**src/rtl/mem_arb_pkg.sv**
```systemverilog
// mem_arb_pkg: shared types and constants for the two-master Wishbone memory arbiter.
package mem_arb_pkg;

    localparam int unsigned NUM_MASTERS = 2;

    typedef enum logic [1:0] {
        IDLE   = 2'd0,
        GRANT0 = 2'd1,
        GRANT1 = 2'd2
    } arb_state_e;

    typedef logic [$clog2(NUM_MASTERS)-1:0] master_idx_t;

    function automatic arb_state_e grant_state(input master_idx_t idx);
        return (idx == 1'b0) ? GRANT0 : GRANT1;
    endfunction

endpackage

```
**src/rtl/wb_outstanding_cnt.sv**
```systemverilog
// wb_outstanding_cnt: saturating count of accepted-but-unacknowledged Wishbone transfers.
module wb_outstanding_cnt #(
    parameter int unsigned MAX_OUTSTANDING = 4
) (
    input  logic                                     clk_i,
    input  logic                                     rstn_i,
    input  logic                                     clear,
    input  logic                                     inc,
    input  logic                                     dec,
    output logic [$clog2(MAX_OUTSTANDING + 1)-1:0]   count,
    output logic                                     full,
    output logic                                     empty
);

    localparam int unsigned CW = $clog2(MAX_OUTSTANDING + 1);

    assign full  = (count == CW'(MAX_OUTSTANDING));
    assign empty = (count == '0);

    // Simultaneous inc and dec cancel; the full/empty guards keep the count from wrapping.
    always_ff @(posedge clk_i) begin
        if (!rstn_i || clear) begin
            count <= '0;
        end else if (inc && !dec && !full) begin
            count <= count + CW'(1);
        end else if (dec && !inc && !empty) begin
            count <= count - CW'(1);
        end
    end

endmodule

```
**src/rtl/mem_wb_arbiter.sv**
```systemverilog
// mem_wb_arbiter: two-master pipelined Wishbone arbiter sharing one memory slave.
// Define MEM_ARB_ROUND_ROBIN_EN for round-robin tie-break; otherwise master 0 wins ties.
module mem_wb_arbiter
    import mem_arb_pkg::*;
#(
    parameter int unsigned WIDTH           = 32,
    parameter int unsigned MAX_OUTSTANDING = 4
) (
    input  logic                 clk_i,
    input  logic                 rstn_i,

    input  logic                 m0_cyc_i,
    input  logic                 m0_stb_i,
    input  logic                 m0_we_i,
    input  logic [31:0]          m0_addr_i,
    input  logic [WIDTH/8-1:0]   m0_sel_i,
    input  logic [WIDTH-1:0]     m0_wdata_i,
    output logic [WIDTH-1:0]     m0_rdata_o,
    output logic                 m0_ack_o,
    output logic                 m0_err_o,
    output logic                 m0_rty_o,
    output logic                 m0_stall_o,

    input  logic                 m1_cyc_i,
    input  logic                 m1_stb_i,
    input  logic                 m1_we_i,
    input  logic [31:0]          m1_addr_i,
    input  logic [WIDTH/8-1:0]   m1_sel_i,
    input  logic [WIDTH-1:0]     m1_wdata_i,
    output logic [WIDTH-1:0]     m1_rdata_o,
    output logic                 m1_ack_o,
    output logic                 m1_err_o,
    output logic                 m1_rty_o,
    output logic                 m1_stall_o,

    output logic                 s_cyc_o,
    output logic                 s_stb_o,
    output logic                 s_we_o,
    output logic [31:0]          s_addr_o,
    output logic [WIDTH/8-1:0]   s_sel_o,
    output logic [WIDTH-1:0]     s_wdata_o,
    input  logic [WIDTH-1:0]     s_rdata_i,
    input  logic                 s_ack_i,
    input  logic                 s_err_i,
    input  logic                 s_rty_i,
    input  logic                 s_stall_i
);

    localparam int unsigned CW = $clog2(MAX_OUTSTANDING + 1);

    arb_state_e    state;
    master_idx_t   last_q;
    master_idx_t   winner;
    logic          own0, own1, own_cyc;
    logic          hold, rsp, accept, clear;
    logic          full, empty;
    logic [CW-1:0] count;
    logic          unused_sig;

    assign own0    = (state == GRANT0);
    assign own1    = (state == GRANT1);
    assign own_cyc = (own0 & m0_cyc_i) | (own1 & m1_cyc_i);
    assign hold    = s_stall_i | full;
    assign rsp     = s_ack_i | s_err_i | s_rty_i;
    assign accept  = s_stb_o & ~hold;
    // Clearing whenever no owner holds cyc covers IDLE, release and abort alike.
    assign clear   = ~own_cyc;

    wb_outstanding_cnt #(
        .MAX_OUTSTANDING (MAX_OUTSTANDING)
    ) u_cnt (
        .clk_i  (clk_i),
        .rstn_i (rstn_i),
        .clear  (clear),
        .inc    (accept),
        .dec    (rsp & (own0 | own1)),
        .count  (count),
        .full   (full),
        .empty  (empty)
    );

`ifdef MEM_ARB_ROUND_ROBIN_EN
    assign winner     = (m0_cyc_i & m1_cyc_i) ? ~last_q : (m1_cyc_i & ~m0_cyc_i);
    assign unused_sig = ^count;
`else
    assign winner     = m1_cyc_i & ~m0_cyc_i;
    assign unused_sig = ^{count, last_q};
`endif

    always_ff @(posedge clk_i) begin
        if (!rstn_i) begin
            state  <= IDLE;
            last_q <= 1'b1;
        end else begin
            case (state)
                IDLE:
                    if (m0_cyc_i | m1_cyc_i) state <= grant_state(winner);
                GRANT0:
                    if (!m0_cyc_i) begin
                        state  <= IDLE;
                        last_q <= 1'b0;
                    end
                GRANT1:
                    if (!m1_cyc_i) begin
                        state  <= IDLE;
                        last_q <= 1'b1;
                    end
                default:
                    state <= IDLE;
            endcase
        end
    end

    always_comb begin
        s_cyc_o    = 1'b0;
        s_stb_o    = 1'b0;
        s_we_o     = 1'b0;
        s_addr_o   = '0;
        s_sel_o    = '0;
        s_wdata_o  = '0;
        m0_rdata_o = '0;
        m0_ack_o   = 1'b0;
        m0_err_o   = 1'b0;
        m0_rty_o   = 1'b0;
        m0_stall_o = 1'b1;
        m1_rdata_o = '0;
        m1_ack_o   = 1'b0;
        m1_err_o   = 1'b0;
        m1_rty_o   = 1'b0;
        m1_stall_o = 1'b1;
        case (state)
            GRANT0: begin
                s_cyc_o    = m0_cyc_i;
                s_stb_o    = m0_stb_i & ~hold;
                s_we_o     = m0_we_i;
                s_addr_o   = m0_addr_i;
                s_sel_o    = m0_sel_i;
                s_wdata_o  = m0_wdata_i;
                m0_rdata_o = s_rdata_i;
                m0_ack_o   = s_ack_i;
                m0_err_o   = s_err_i;
                m0_rty_o   = s_rty_i;
                m0_stall_o = hold;
            end
            GRANT1: begin
                s_cyc_o    = m1_cyc_i;
                s_stb_o    = m1_stb_i & ~hold;
                s_we_o     = m1_we_i;
                s_addr_o   = m1_addr_i;
                s_sel_o    = m1_sel_i;
                s_wdata_o  = m1_wdata_i;
                m1_rdata_o = s_rdata_i;
                m1_ack_o   = s_ack_i;
                m1_err_o   = s_err_i;
                m1_rty_o   = s_rty_i;
                m1_stall_o = hold;
            end
            default: ;
        endcase
    end

endmodule

```
**config.mk**
```make
export PLATFORM = sky130hd
export DESIGN_NAME = mem_wb_arbiter
export DESIGN_NICKNAME = d
export VERILOG_FILES = /design/src/rtl/mem_arb_pkg.sv /design/src/rtl/wb_outstanding_cnt.sv /design/src/rtl/mem_wb_arbiter.sv
export SDC_FILE = /design/constraint.sdc
export NUM_CORES = 1
export LEC_CHECK = 0
export ABC_CLOCK_PERIOD_IN_PS = 2500
export BUFFER_PORTS_ARGS = -buffer_cell sky130_fd_sc_hd__buf_4
export CAP_MARGIN = 20
export CORE_AREA = 2 2 124 126
export CTS_CLUSTER_SIZE = 30
export DETAILED_ROUTE_END_ITERATION = 8
export DIE_AREA = 0 0 126 128
export GPL_ROUTABILITY_DRIVEN = 0
export SLEW_MARGIN = 20
export SYNTH_ARGS = -nofsm -noshare
export SYNTH_HDL_FRONTEND = slang
export SYNTH_SLANG_ARGS = --single-unit
export TNS_END_PERCENT = 20
```
**constraint.sdc**
```tcl
create_clock -name clk_i -period 2.5 [get_ports clk_i]
set_clock_uncertainty 0.15 [all_clocks]
set_input_delay 0.625 -clock clk_i [delete_from_list [all_inputs] [get_ports clk_i]]
set_output_delay 0.625 -clock clk_i [all_outputs]
set_load 0.01 [all_outputs]
```
==> results of run 1 <==
how the worst max path moves through the flow:
stage               startpoint       endpoint  slack [ns]  cells past startpoint
finish                state[0]        s_stb_o        0.09                      5
global placement      state[0]         s_we_o         0.1                      5
detailed placement    state[0]         s_we_o         0.1                      5
CTS                   state[1]         s_we_o       0.003                      5
global route          state[0]    s_addr_o[2]      -0.005                      7
floorplan             state[1]  s_wdata_o[19]        0.17                      7
per-layer routing:
metal  wire length, um  GRT usage (%)
met5                 0              0
met4                51           1.49
met3              1090           2.84
met2              5890           22.5
met1              4730           15.9
metrics by stage:
stage          instance area (sq um)  setup WS, ns  std cells
2_1_floorplan                   1950         0.167        290
5_1_grt                         4890      -0.00454        798
3_5_place_dp                    4740        0.0960        791
3_3_place_gp                    4740        0.0962        791
6_report                        4890        0.0925        798
4_1_cts                         4840       0.00309        795
sequential cells by signal, indices dropped and copies added (netlist names):
name         flops
state            2
u_cnt.count      3
report_power, final:
| group | switching (mW) | internal, mW | total, mW |
|---|---|---|---|
| combinational | 0.439 | 0.589 | 1.03 |
| clock | 0.0535 | 0.212 | 0.265 |
| sequential | 0.00538 | 0.0845 | 0.0899 |
cells in the mapped netlist (all sizes together), types with 2 or more instances:
master  number
nand2        5
a22oi       70
nor2         2
inv          3
nor2b       73
clkbuf      28
or3b         2
and2        71
nand2b       2
ha           3
mux2i        4
a21oi        2
dfxtp        5
buf          4
o21ai        2
nor3         2
final cells by class:
class	count	area, sq um	area share, %
Timing Repair Buffer	348	2690	55.0
Multi-Input combinational cell	250	1780	36.3
Tap cell	188	235	4.81
Sequential cell	5	103	2.10
Clock buffer	4	78.8	1.61
Inverter	3	11.3	0.230
worst max-delay path, delay by kind of cell (launching register included):
kind,cells,cell delay (ns)
buffers and inverters,2,0.24
DFF,1,0.34
and+or+nand+nor,1,0.22
adders and majority gates,1,0.24
muxes,1,0.36
kinds of logic (layout without fill, tap and decap cells):
logic type	after synthesis	count (layout)	synth area share (%)
buffers and inverters	35	355	7.17
and+or+nand+nor	160	160	51.0
xor gates and xnor gates	1	1	0.449
adders and majority gates	4	4	2.95
muxes	4	4	2.05
DFF	5	5	5.13
AOI/OAI and AO/OA	81	81	31.3
what timing repair did:
item / CTS / global route
resized for setup: 8 / 8
setup endpoints to repair: 49 / 67
hold buffers: 0 / 0
hold endpoints to repair: 0 / 0
buffers inserted: 0 / 3
==> run_results.csv, run 1 <==
group,metric,value,unit
finish,fillCellCount,1654,
finish,num_antenna_cells,0,
power_and_ir_drop,p_total,1.38,mW
floorplan,num_io_pins,323,
synth,netlist_instances,290,
finish,layout_common_cells,"buf_4 (341), and2_1 (71), nor2b_1 (69)",
min_path,holdPathStages,2,
power_and_ir_drop,power_density,283,nW/um^2
finish,utilization,32.9,%
synth,synth_largest_area_cell,"a22oi_1",
critical_path,r2r_start,"state[0]",
place,portBuffers,322,
synth,ys_ff_latch,5,
global_route,grt_max_degree,54,
route,drc,0,
timing,slew_violations,0,
synth,synth.top_cell.area_share,26.9,%
critical_path,slowest_stage,"mux2i_1",
synth,synth_edf_count,0,
timing,tightest_slew,0.330,ns
synth,avgSynthCellArea,6.73,sq um
synth,synth_nets,474,
timing,slew-limit-headroom,77.4,%
cts,cts_tree,"yes",
critical_path,rr_worst_depth,6,
synth,ys_async_sr_fraction,0,%
critical_path,slowest_delay,0.36,ns
power_and_ir_drop,p_leak,2.35,nW
min_path,hold_end,"state[1]",
timing,rsz0062_at_grt,"yes",
floorplan,core-area,14900,sq um
global_route,grt_usage,12.6,%
cts,clk_path_buf_depth,2,
global_route,grt_pass1_wl,16.6,mm
min_path,min_from,"state[1]",
timing,fmax,415,MHz
cts,clk_latency,0.23,ns
cts,clk_pin_slew_worst_paths,0.04,ns
critical_path,cp.required,1.73,ns
synth,ys_top_cells_by_area,"a22oi_1 (27%), nor2b_1 (23%), and2_1 (23%)",
route,drt_iter0_drc,126,
timing,setup_violations,0,
timing,setup_tns,0,ns
floorplan,start_util,13.1,%
route,drt_pass1_iterations,4,
timing,finalCritPeriodShare,96.3,%
min_path,hp-class,"reg -> reg",
finish,syn2layout_area_growth,151,%
synth,ys_seq_area_share,5.12,%
power_and_ir_drop,peakVddDrop,0.000158,V
floorplan,die_height,128,um
critical_path,crit_path_max_fanout,11,
route,vias,3343,
critical_path,crit_path_start_kind,"flop",
critical_path,rrSetupSlack,0.32,ns
floorplan,die_area,16100,sq um
critical_path,rr_endpoint,"u_cnt.count[1]",
timing,hold_slack,0.380,ns
finish,final_common_cell,"buf_4",
synth,synth_area,1950,sq um
synth,yosysUniqueCellTypes,32,
cts,clockRootBuffer,"clkbuf_16",
route,wl_per_cell,14.7,um
route,vias_per_cell,4.19,
finish,nets,795,
route,wirelength,11.8,mm
status,status,"complete, no violations",
floorplan,row_count,45,
floorplan,die_w,126,um
critical_path,cp_cell_sequence,"inv_2, ha_4, mux2i_1, and3b_1, buf_4",
timing,period_needed,2.41,ns
global_route,antenna_found_initial,0,
critical_path,path_class,"reg -> out",
global_route,grt_pass1_vias,3197,
synth,ys.warnings.count,0,
cts,h-tree-depth,1,
critical_path,crit_arrival,1.63,ns
job,cap_violations,0,
synth,synth_ff_type,"dfxtp_1",
critical_path,end_kind,"output port",
timing,hold_viol_final,0,
place,dpl.hpwl,9.67,mm
cts,cts_buffers,3,
cts,clock_sinks,5,
global_route,grt-ovfl-total,0,
finish,drive_gt1_share,60.3,%
route,ant_nets,0,
Note: power is estimated with default switching activity, not from simulation.
==> inputs of run 2 (changes only) <==
==> constraint.sdc (replaced) <==
create_clock -name clk_i -period 2.5 [get_ports clk_i]
set_clock_uncertainty 0.15 [all_clocks]
set_input_delay 0.125 -clock clk_i [delete_from_list [all_inputs] [get_ports clk_i]]
set_output_delay 0.125 -clock clk_i [all_outputs]
set_load 0.01 [all_outputs]
==> run 2 against run 1 <==
Sequential power down 2%. Total power down 5.6%. Non-clock buffer count down 15. Global-route usage down 0.23 points. Via count down 1.9%. Cell area down 3.9%. Sequential share of layout area about the same. Cell count down 1.9%.
==> run_results.csv, run 2 (synthesis results as in run 1) <==
group,metric,value,unit
status,status,"complete, no violations",
floorplan,core-area,14900,sq um
finish,largest_registers,"u_cnt.count: 3 flops, state: 2 flops",
critical_path,slowest_delay,0.34,ns
global_route,antenna_found_initial,0,
global_route,grt_pass1_wl,16.3,mm
floorplan,num_io_pins,323,
timing,slew-limit-headroom,71.1,%
floorplan,die_area,16100,sq um
finish,final_common_cell,"buf_4",
timing,rsz0062_at_grt,"no",
timing,tightest_slew,0.432,ns
timing,period_needed,2.21,ns
place,portBuffers,322,
power_and_ir_drop,power_density,277,nW/um^2
cts,clockRootBuffer,"clkbuf_16",
timing,setup_tns,0,ns
place,place_ws,0.352,ns
cts,clk_path_buf_depth,2,
cts,hold_buffers,1,
route,ant_nets,0,
timing,fmax,453,MHz
route,drt_iter0_drc,106,
floorplan,row_count,45,
critical_path,path_class,"reg -> out",
power_and_ir_drop,p_leak,2.25,nW
finish,syn2layout_area_growth,141,%
finish,top_register,"u_cnt.count",
floorplan,start_util,13.1,%
route,drc,0,
critical_path,slowest_stage,"dfxtp_1",
critical_path,crit_path_max_fanout,64,
finish,utilization,31.7,%
job,cap_violations,0,
place,dpl.hpwl,9.20,mm
cts,h-tree-depth,1,
route,drt_pass1_iterations,4,
timing,hold_viol_final,0,
finish,drive_gt1_share,57.3,%
timing,slew_violations,0,
cts,clock_sinks,5,
global_route,grt_max_degree,75,
critical_path,crit_path_start_kind,"flop",
cts,cts_post_setup_buffers_inserted,0,
global_route,grt_pass1_vias,3178,
place,dpl_cell_area,4620,sq um
floorplan,die_w,126,um
cts,post_cts_resized,0,
finish,num_antenna_cells,0,
timing,setup_violations,0,
cts,cts_buffers,3,
cts,clk_pin_slew_worst_paths,0.03,ns
route,vias,3279,
route,vias_per_cell,4.19,
critical_path,cp_cell_sequence,"inv_1, ha_4, buf_12, buf_4, a22oi_1, nor2b_1, buf_4",
global_route,grt_usage,12.4,%
timing,finalCritPeriodShare,88.3,%
route,wl_per_cell,14.6,um
floorplan,die_height,128,um
finish,nets,780,
cts,cts_tree,"yes",
min_path,hp-class,"in -> reg",
finish,largest_reg_flops,3,
timing,fin_ws,0.292,ns
finish,fin_area,4710,sq um
critical_path,crit_arrival,1.93,ns
critical_path,cp.required,2.23,ns
power_and_ir_drop,peakVddDrop,0.000181,V
power_and_ir_drop,p_total,1.31,mW
route,wirelength,11.4,mm
cts,clk_latency,0.22,ns
critical_path,cp_common_cell,"buf_4",
finish,layout_common_cells,"buf_4 (329), nor2b_1 (73), and2_1 (71)",
critical_path,end_kind,"output port",
global_route,grt-ovfl-total,0,
[run 2: worst paths after layout]
path	cells past startpoint	slack, ns	endpoint	from
max	7	0.29	s_sel_o[2]	state[0]
min	3	0.01	state[1]	m1_cyc_i
max reg2reg	7	0.33	u_cnt.count[2]	state[0]
min reg2reg	2	0.38	u_cnt.count[0]	u_cnt.count[0]
[run 2: per-stage QoR]
step | cells | hold WS, ns
after global routing | 783 | 0.0245
final | 783 | 0.0143
after global placement | 778 | 0.213
after floorplan | 290 | 0.0942
after detailed placement | 778 | 0.218
after CTS | 783 | 0.0191
[run 2: layout make-up]
| class | instances | area (sq um) |
|---|---|---|
| Multi-Input combinational cell | 250 | 1740 |
| Fill cell | 1639 | 10200 |
| Tap cell | 188 | 235 |
| Timing Repair Buffer | 333 | 2540 |
| Sequential cell | 5 | 100 |
| Clock buffer | 4 | 78.8 |
| Inverter | 3 | 11.3 |
[run 2: worst max-delay path: cells and delay by family (launching register included)]
family	cells	cell delay, ns
buf+inv	4	0.86
flops	1	0.34
compound gates	1	0.12
fa+ha+maj	1	0.17
simple gates	1	0.15
[run 2: report_power, final]
part,switching [mW],leakage [nW],internal [mW]
registers,0.00420,0.0406,0.0838
logic,0.419,2.18,0.538
clock network,0.0492,0.0382,0.211
[run 2: layer usage]
layer | part of all wire, % | global-route usage [%]
met1 | 39 | 14.6
met2 | 51 | 23.1
met3 | 9.7 | 3.34
met4 | 0.30 | 1.16
met5 | 0 | 0
